<file path="config.mk">
export PLATFORM = sky130hd
export DESIGN_NAME = i2c_bus_capture
export DESIGN_NICKNAME = d
export VERILOG_FILES = /design/src/rtl/i2c_bus_capture.sv
export SDC_FILE = /design/constraint.sdc
export NUM_CORES = 1
export LEC_CHECK = 0
export ABC_AREA = 1
export CORE_MARGIN = 5
export CORE_UTILIZATION = 52
export DETAILED_ROUTE_END_ITERATION = 8
export GPL_ROUTABILITY_DRIVEN = 0
export PLACE_DENSITY = 0.7
export SYNTH_ARGS = -nofsm -noshare
export SYNTH_HDL_FRONTEND = slang
export SYNTH_SLANG_ARGS = --single-unit
</file>
<file path="constraint.sdc">
create_clock -name clk -period 3.8 [get_ports clk]
set_input_delay 0.76 -clock clk [delete_from_list [all_inputs] [get_ports clk]]
set_output_delay 0.76 -clock clk [all_outputs]
set_load 0.01 [all_outputs]
</file>
<file path="src/rtl/i2c_bus_capture.sv">
// Passive I2C observer: synchronizes SCL/SDA, decodes START/RSTART/STOP/BYTE
// events and queues them in a first-word fall-through FIFO for a consumer.
module i2c_bus_capture #(
    parameter int FIFO_DEPTH  = 8,
    parameter int SYNC_STAGES = 2
) (
    input  logic       clk,
    input  logic       rst,
    input  logic       scl_i,
    input  logic       sda_i,
    input  logic       clr_i,
    output logic       evt_valid_o,
    input  logic       evt_ready_i,
    output logic [1:0] evt_type_o,
    output logic [7:0] evt_data_o,
    output logic       evt_ack_o,
    output logic       busy_o,
    output logic       overflow_o,
    output logic       trunc_o
);
    localparam int AW = $clog2(FIFO_DEPTH);

    typedef enum logic [1:0] {EV_START = 2'd0, EV_RSTART = 2'd1, EV_STOP = 2'd2, EV_BYTE = 2'd3} evt_e;
    typedef struct packed {
        evt_e       typ;
        logic [7:0] data;
        logic       ack;
    } evt_t;

    logic [SYNC_STAGES-1:0] scl_sync_q, scl_sync_d, sda_sync_q, sda_sync_d;
    logic scl_dly_q, sda_dly_q;
    logic rise_q, rise_d, fall_q, fall_d, start_q, start_d, stop_q, stop_d, bit_q, bit_d;
    logic       busy_q, busy_d, hi_bit_q, hi_bit_d, ovf_q, ovf_d, trunc_q, trunc_d;
    logic [3:0] bit_cnt_q, bit_cnt_d, pending;
    logic [7:0] shift_q, shift_d;
    logic [AW:0] wr_ptr_q, wr_ptr_d, rd_ptr_q, rd_ptr_d;
    evt_t mem_q [FIFO_DEPTH];
    evt_t push_evt, head;
    logic scl_s, sda_s, scl_hi_both;
    logic push, do_write, pop, full, empty, trunc_set;

    assign scl_s       = scl_sync_q[SYNC_STAGES-1];
    assign sda_s       = sda_sync_q[SYNC_STAGES-1];
    assign scl_hi_both = scl_s & scl_dly_q;
    assign empty       = (wr_ptr_q == rd_ptr_q);
    assign full        = (wr_ptr_q[AW] != rd_ptr_q[AW]) && (wr_ptr_q[AW-1:0] == rd_ptr_q[AW-1:0]);
    assign pop         = ~empty & evt_ready_i;
    assign head        = mem_q[rd_ptr_q[AW-1:0]];

    // A START/STOP always follows an SCL rise in the same high phase; that rise
    // sampled no data bit, so it is excluded when judging a partial byte.
    assign pending = bit_cnt_q - {3'b000, hi_bit_q};

    always_comb begin
        scl_sync_d = {scl_sync_q[SYNC_STAGES-2:0], scl_i};
        sda_sync_d = {sda_sync_q[SYNC_STAGES-2:0], sda_i};
        rise_d     = scl_s & ~scl_dly_q;
        fall_d     = ~scl_s & scl_dly_q;
        start_d    = scl_hi_both & sda_dly_q & ~sda_s;
        stop_d     = scl_hi_both & ~sda_dly_q & sda_s;
        bit_d      = sda_s;

        busy_d    = busy_q;
        bit_cnt_d = bit_cnt_q;
        shift_d   = shift_q;
        hi_bit_d  = hi_bit_q;
        push      = 1'b0;
        push_evt  = '0;
        trunc_set = 1'b0;

        if (fall_q) hi_bit_d = 1'b0;
        if (start_q || stop_q) begin
            trunc_set    = (pending != 4'd0);
            push         = 1'b1;
            push_evt.typ = stop_q ? EV_STOP : (busy_q ? EV_RSTART : EV_START);
            busy_d       = start_q;
            bit_cnt_d    = 4'd0;
            hi_bit_d     = 1'b0;
        end else if (rise_q && busy_q) begin
            hi_bit_d = 1'b1;
            if (bit_cnt_q == 4'd8) begin
                push          = 1'b1;
                push_evt.typ  = EV_BYTE;
                push_evt.data = shift_q;
                push_evt.ack  = ~bit_q;
                bit_cnt_d     = 4'd0;
            end else begin
                shift_d   = {shift_q[6:0], bit_q};
                bit_cnt_d = bit_cnt_q + 4'd1;
            end
        end

        do_write = push & (~full | pop);
        wr_ptr_d = wr_ptr_q + {{AW{1'b0}}, do_write};
        rd_ptr_d = rd_ptr_q + {{AW{1'b0}}, pop};
        ovf_d    = (push & full & ~pop) | (ovf_q & ~clr_i);
        trunc_d  = trunc_set | (trunc_q & ~clr_i);
    end

    always_ff @(posedge clk) begin
        if (rst) begin
            scl_sync_q <= '1;
            sda_sync_q <= '1;
            scl_dly_q  <= 1'b1;
            sda_dly_q  <= 1'b1;
            rise_q     <= 1'b0;
            fall_q     <= 1'b0;
            start_q    <= 1'b0;
            stop_q     <= 1'b0;
            bit_q      <= 1'b1;
            busy_q     <= 1'b0;
            bit_cnt_q  <= 4'd0;
            shift_q    <= 8'd0;
            hi_bit_q   <= 1'b0;
            wr_ptr_q   <= '0;
            rd_ptr_q   <= '0;
            ovf_q      <= 1'b0;
            trunc_q    <= 1'b0;
        end else begin
            scl_sync_q <= scl_sync_d;
            sda_sync_q <= sda_sync_d;
            scl_dly_q  <= scl_s;
            sda_dly_q  <= sda_s;
            rise_q     <= rise_d;
            fall_q     <= fall_d;
            start_q    <= start_d;
            stop_q     <= stop_d;
            bit_q      <= bit_d;
            busy_q     <= busy_d;
            bit_cnt_q  <= bit_cnt_d;
            shift_q    <= shift_d;
            hi_bit_q   <= hi_bit_d;
            wr_ptr_q   <= wr_ptr_d;
            rd_ptr_q   <= rd_ptr_d;
            ovf_q      <= ovf_d;
            trunc_q    <= trunc_d;
        end
    end

    // Storage needs no reset: outputs are gated by the pointers.
    always_ff @(posedge clk) begin
        if (do_write) mem_q[wr_ptr_q[AW-1:0]] <= push_evt;
    end

    assign evt_valid_o = ~empty;
    assign evt_type_o  = empty ? 2'd0 : head.typ;
    assign evt_data_o  = empty ? 8'd0 : head.data;
    assign evt_ack_o   = empty ? 1'b0 : head.ack;
    assign busy_o      = busy_q;
    assign overflow_o  = ovf_q;
    assign trunc_o     = trunc_q;
endmodule

</file>
==> impl_results.md <==
- H-tree Lvls: 4
- Area added between synthesis and finish: 18.5%
- Core area: 9240 um^2
- Number of setup violations in the final report: 0
- Area occupied by multi-input gates: 1380 um^2
- Sequential power share: 45.3%
- Async set-reset flop share out of synthesis: 0%
- Global-route wire length before repair: 16,200 um
- Routed Antenna Nets: 0
- I/O pin cnt: 21
- # resized after CTS: 0
- DIE AREA: 11,600 um^2
- CP max-delay cell: clkdlybuf4s50_1
- Syn avg cell area: 10.6 um^2
- Combinational fraction of design power: 5.1%
- Setup crit end kind: output pin
- Share of layout cells above drive strength 1: 10.5%
- Initial Utilization: 53.5%
- Cells after Synth: 465
- HP Class: reg -> reg
- Hpwl dp: 5970 um
- Worst path arrival time: 2.67 ns
- Top FF cell, synth: edfxtp_1
- Grt total ovfl: 0
- Worst slew margin: 34.4%
- Post-CTS setup buffer count: 0
- Max-Cap Viols: 0
- Critical Path Start Type: flip-flop
- Clock share of power: 49.6%
- Leakage power: 2.25 nW
- Least-Margin Pin Slew: 0.974 ns
- Drt drc: 0
- Sequential share of the synthesized area: 67.2%
- Fillers: 697
- PortBufs: 20
- Syn Nets: 478
- Final Hold Fails: 0
- Internal: 2.48 mW
- Post-synth EDFFs: 88
- Reg area: 3320 um^2
- Antenna cells: 0
- RSZ-0062 raised after global routing: no
- Netlist cell types: 33
- Critical Path, Cell by Cell: buf_4, nand2_1, nand2_1, nor2_2, and2_4, nand2_2, nand2_1, nor2_1, clkdlybuf4s50_1
- Die H: 108 um
- YS warnings: 0
- # clock sinks: 122
- Sw Pwr: 0.670 mW
- CTS Buf Count: 17
- Initial drt markers: 351
- Area of the mapped netlist: 4950 um^2
- Tmin final: 3.43 ns
- Drt pass-1 iters: 5
- Detail-routed via count per cell: 5.36
- Fin nets: 505
- Seq cells post-synth: 122
- Commonest non-fill, non-tap cell in the layout: nor2_1
- CP bufs+invs: 2
- Worst path required time: 3.04 ns
- Setup CP Type: reg -> out
- Clk_lat worst skew: 0.51 ns
- Net Sw Frac: 21.3%
- Final worst path period share: 90.1%
- Worst slack at placement: 0.875 ns
- CP delay by family, top: buffers and inverters
- Final Skew: 0.00775 ns
- GRT Resource Usage Total: 18.5%
- P per Cell Area: 537 nW/um^2
- Root Buffer: clkbuf_8
- Most frequent cells in the layout: nor2_1 (109), edfxtp_1 (88), o21ai_0 (55)
- Largest net degree at the start of global routing: 47
- Fin util: 63.5%
- Most numerous cell on the critical path: nand2_1
- Row cnt: 35
- Vias in the first global route: 3,254
- Antenna violations before repair: 0
- Worst Path Max Fanout: 46
- CTS tree: built
- FMAX: 0.292 GHz
- Final WL: 10,100 um
- Slew Viols, Final: 0
- Clock transition at the registers of the reported paths: 0.06 ns
- Die width: 108 um
- VDD IR max: 353 uV
- Setup WS post-layout: 0.375 ns
- Worst stage delay on the critical path: 0.55 ns
- Max Root-Sink Buffers: 2
- Vias post-DR: 3,396
- Total Neg Setup Slack: 0 ns
- Post-DR wirelength/cell: 16.0 um
- Post-CTS Hold Buffers: 0
- Status: completed
==> power by group through the flow <==
stage,clock (mW),combinational (mW),sequential [mW]
after floorplan,0,0.109,1.45
after global placement,0,0.159,1.45
after detailed placement,0,0.162,1.45
after CTS,1.58,0.164,1.42
after global routing,1.66,0.181,1.43
final,1.56,0.162,1.43
==> metrics by stage <==
step	power [mW]	cells	hold slack [ns]	instance area [um^2]
4_1_cts	3.17	634	0.412	5860
6_report	3.15	634	0.409	5860
3_3_place_gp	1.61	602	0.394	5280
5_1_grt	3.26	634	0.424	5860
3_5_place_dp	1.61	602	0.399	5280
2_1_floorplan	1.56	465	0.389	4950
==> final cells by class <==
type | instances | area share (%)
clock buffers | 17 | 7.06
clock inverters | 15 | 2.99
inverters | 34 | 2.22
multi-input cells | 286 | 23.5
flip-flops and latches | 122 | 56.7
well taps | 129 | 2.75
repair buffers | 31 | 4.82
==> worst paths after layout <==
kind | from | end | slack, ns | depth (start not counted)
min reg2reg | sda_sync_q[0] | sda_sync_q[1] | 0.41 | 1
max | rd_ptr_q[0] | evt_data_o[3] | 0.37 | 9
min | sda_sync_q[0] | sda_sync_q[1] | 0.41 | 1
max reg2reg | rd_ptr_q[0] | wr_ptr_q[1] | 1.73 | 12
==> cell families after synthesis <==
logic type | share of synthesized area, %
flip-flops | 67.2
AND/OR/NAND/NOR | 14.3
XOR/XNOR | 0.885
buffers and inverters | 4.98
adder cells (fa/ha/maj) | 1.77
AO/OA/AOI/OAI | 10.8
==> synthesized netlist by cell type, drive strengths merged (2+ instances only) <==
cell type,instances,share of area (%)
nor2,111,8.5
edfxtp,88,53
o21ai,57,5.8
nand2,50,3.9
dfxtp,34,14
inv,34,2.6
a21oi,15,1.5
buf,13,1.6
o211ai,11,1.7
o22ai,11,1.4
clkbuf,10,0.76
ha,7,1.8
nand3,6,0.61
or2,4,0.51
xnor2,3,0.53
nor3,2,0.20
xor2,2,0.35
==> state kept, by name, indices dropped and copies added (netlist names) <==
register,count
trunc_o,1
scl_dly_q,1
bit_q,1
busy_o,1
rd_ptr_q,4
scl_sync_q,2
mem_q,88
stop_q,1
sda_sync_q,2
fall_q,1
hi_bit_q,1
start_q,1
wr_ptr_q,4
rise_q,1
bit_cnt_q,4
overflow_o,1
shift_q,8
==> per-layer routing <==
layer,part of all wire (%),vias up,GRT usage (%)
met5,0,-,0
met4,1.1,0,7.03
met3,5.1,11,4.56
met2,51,104,30.9
met1,43,1639,23.3
li1,-,1642,-
Note: power is estimated with default switching activity, not from simulation.
==> RTL edit 1: new RTL, same flow settings <==
Reset style: asynchronous (`rst`), changed in one clocked block. Comments in the files are not updated.
--- a/src/rtl/i2c_bus_capture.sv
+++ b/src/rtl/i2c_bus_capture.sv
@@ -99,3 +99,3 @@
 
-    always_ff @(posedge clk) begin
+    always_ff @(posedge clk or posedge rst) begin
         if (rst) begin
Check against the original RTL: differs if rst is asserted again (counterexample within 10 cycles, from zero or initial values and one cycle with rst high); with rst held inactive, the same outputs for 10 cycles.
==> RTL edit 1 against the unedited design <==
Sequential share of layout area grew 0.14 points; maximum frequency shrank 3.4%; wire length grew 2.8%; cell area grew 5.1%; utilization shrank 0.42 points; critical path depth shrank 1; worst setup slack lost 0.12 ns; synthesized cell count grew 6.9%; sequential cell count is the same; area after synthesis grew 5.7%; highest routed layer unchanged.
Power is not compared: it rests on default switching activity, and its combinational part moved more than twofold at a synthesized area within 25%.
==> RTL edit 1: results (changes against the unedited design) <==
Post-Layout Cell Count=675 (+6.5%); largest cells by area after synthesis=edfxtp_1, dfrtp_1, nand2_1; GRT Overall Usage=19.6% (+1.1 points); Final HPWL DP=6.71 mm (+12%); CP max FO=34 (-26%); Async SR Flop Fraction=27.9% (+28 points); Syn Nets=510 (+6.7%); ratio of cells with drive above 1 in the final layout=14.4% (+3.9 points); pin count of the biggest net entering global routing=58 (+23%); Synth Area in Compound Gates=4.90% (-5.9 points); status=completed; Signal buf overhead=4.71% (-0.11 points); Crit. Startpoint=rd_ptr_q[1]; xor and xnor fraction of the mapped netlist area=1.00% (+0.12 points); Max-Slew Margin vs Limit=29.1% (-5.3 points); nonclk buf count=32 (+3.2%); drt wl/cell=15.4 um (-3.4%); WL met3=439 um (-15%); post-route cell area=0.00616 sq mm (+5.1%); M1 GR Usage=25.0% (+1.7 points); core box area=0.00977 sq mm (+5.8%); fin nets=542 (+7.3%); most instantiated cells after synthesis=nand2_1, nor2_1, edfxtp_1; post-synthesis sequential area ratio=66.9% (-0.25 points); Mapped Area=0.00523 sq mm (+5.7%); grt met2 use=32.6% (+1.7 points)
[RTL edit 1: cell count changes in the layout (fill, tap and decap cells not counted), sizes merged, moves of 9 or more]
| cell | before | now |
|---|---|---|
| nand2 | 50 | 120 |
| dfxtp | 34 | 0 |
| dfrtp | 0 | 28 |
| nand3 | 6 | 22 |
| a21oi | 15 | 0 |
| inv | 35 | 46 |
| o211ai | 11 | 0 |
| clkbuf | 17 | 27 |
| o21ai | 57 | 47 |
| o22ai | 11 | 1 |
| nor2 | 111 | 102 |
[RTL edit 1: final timing paths]
| check | endpoint | cells after the start | slack [ns] |
|---|---|---|---|
| setup / recovery | evt_data_o[7] | 8 | 0.25 |
| hold / removal | scl_sync_q[1] | 0 | 0.36 |
| setup reg to reg | mem_q[2][3] | 7 | 1.18 |
| hold reg to reg | scl_sync_q[1] | 0 | 0.36 |
| max in group asynchronous | shift_q[4] | 3 | 2.48 |
| min in group asynchronous | hi_bit_q | 2 | 0.70 |
==> RTL edit 2: new RTL, config.mk and constraints unchanged <==
Without the edit above. Set the parameter `SYNC_STAGES` to 4 (it was 2).
--- a/src/rtl/i2c_bus_capture.sv
+++ b/src/rtl/i2c_bus_capture.sv
@@ -4,3 +4,3 @@
     parameter int FIFO_DEPTH  = 8,
-    parameter int SYNC_STAGES = 2
+    parameter int SYNC_STAGES = 4
 ) (
Formal check against the unedited RTL: not equivalent (a bounded check fails within 10 cycles, from zero or initial values and one cycle with rst high).
==> RTL edit 2 against the unedited design <==
Final cell count up 1.7%; worst setup slack worse by 0.067 ns; sequential cell count rose by 4; wire length is 3.2% higher; synthesized cell count grew 1.7%; cell area up 1.1%; area after synthesis is 3.1% higher; via count fell by 0.59%; sequential share of layout area is 0.72 points higher; highest routed layer unchanged.
Power is not compared: it rests on default switching activity, and its combinational part moved more than twofold at a synthesized area within 25%.
==> RTL edit 2: results (changes against the unedited design) <==
Place WS=0.852 ns (-0.0229 ns); Syn Nets=486 (+1.7%); Arr. time, crit path=2.73 ns (+0.06 ns); grt met2 use=32.2% (+1.4 points); synth unique cells=30 (-9.1%); number of filler cells placed in the layout=762 (+9.3%); placed insts=613 (+1.8%); final setup fails=0 (unchanged); final hold violation count=0 (unchanged); pin count of the biggest net entering global routing=48 (+2.1%); GRT Overall Usage=19.5% (+0.97 points); # Post-CTS Setup Buffers=0 (unchanged); deepest clock path buffer count=2 (unchanged); M1 GR Usage=24.9% (+1.6 points); wl on met1=4.61 mm (+5.5%); post-synthesis sequential area ratio=66.7% (-0.46 points); Syn Inst Count=473 (+1.7%); Final HPWL DP=6.58 mm (+10%); Placed Area=0.00540 sq mm (+2.4%); Setup Skew=0.00659 ns (-0.00116 ns); ratio of cells with drive above 1 in the final layout=13.7% (+3.2 points); largest cells by area after synthesis=edfxtp_1, dfxtp_1, nor2_1; GR Layer Usage met3=4.85% (+0.30 points); status=completed; CTS buffer count=17 (unchanged); Clock transition at path regs=0.06 ns (about the same); CP max FO=16 (-65%); most instantiated cells after synthesis=nor2_1, edfxtp_1, o21ai_0; fin nets=512 (+1.4%); WL met3=554 um (+7.8%); DR WL met2=5.15 mm (+0.57%); Post-Layout Cell Count=645 (+1.7%); Worst-Margin Slew=1.14 ns (+0.164 ns); global-route wire length before repair=17.2 mm (+5.7%); Initial DRC Count=382 (+8.8%); via count=3,376 (-0.59%)
## RTL edit 2: cell types whose count changed in the layout (fill, tap and decap cells not counted), moves of 4 or more
cell     delta
nor2_2      +9
nand2_1     -5
dfxtp_1     +4
o21ai_1     +5
nor2_1      -8
o21ai_0     -5
or2_2       +4
## RTL edit 2: worst max-delay path, stage by stage, from the launching register on
cell             delay (ns)
dfxtp_1                0.67
inv_2                  0.22
nand2_1                0.11
nand2_1                0.05
nand2_1                0.07
nor2_2                 0.05
nand2_2                0.25
nand2_1                0.12
nor2_2                 0.11
clkdlybuf4s50_1        0.57
## RTL edit 2: cell families after synthesis
logic type	count (synthesis)	synth area share, %
buffers and inverters	60	5.59
XOR/XNOR	7	1.20
AND/OR/NAND/NOR	178	14.5
adder cells (fa/ha/maj)	7	1.72
flip-flops	126	66.7
AO/OA/AOI/OAI	95	10.3
## RTL edit 2: report_power, final
| group | total, mW | switching [mW] | internal (mW) |
|---|---|---|---|
| sequential | 1.46 | 0.00206 | 1.46 |
| combinational | 0.0766 | 0.0464 | 0.0302 |
| clock | 1.41 | 0.606 | 0.805 |
| total | 2.95 | 0.655 | 2.29 |
## RTL edit 2: cell type report
class	count	area (sq um)	area share, %
flip-flops and latches	126	3400	57.4
clock inverters	15	114	1.92
clock buffers	17	414	6.98
repair buffers	31	283	4.77
inverters	36	138	2.32
well taps	133	166	2.81
multi-input cells	287	1410	23.8
## RTL edit 2: final timing paths
check,start,slack (ns),to,depth (start not counted)
min,scl_sync_q[0],0.41,scl_sync_q[1],1
max reg2reg,rd_ptr_q[1],1.33,mem_q[0][10],9
min reg2reg,scl_sync_q[0],0.41,scl_sync_q[1],1
max,rd_ptr_q[1],0.31,evt_data_o[4],9
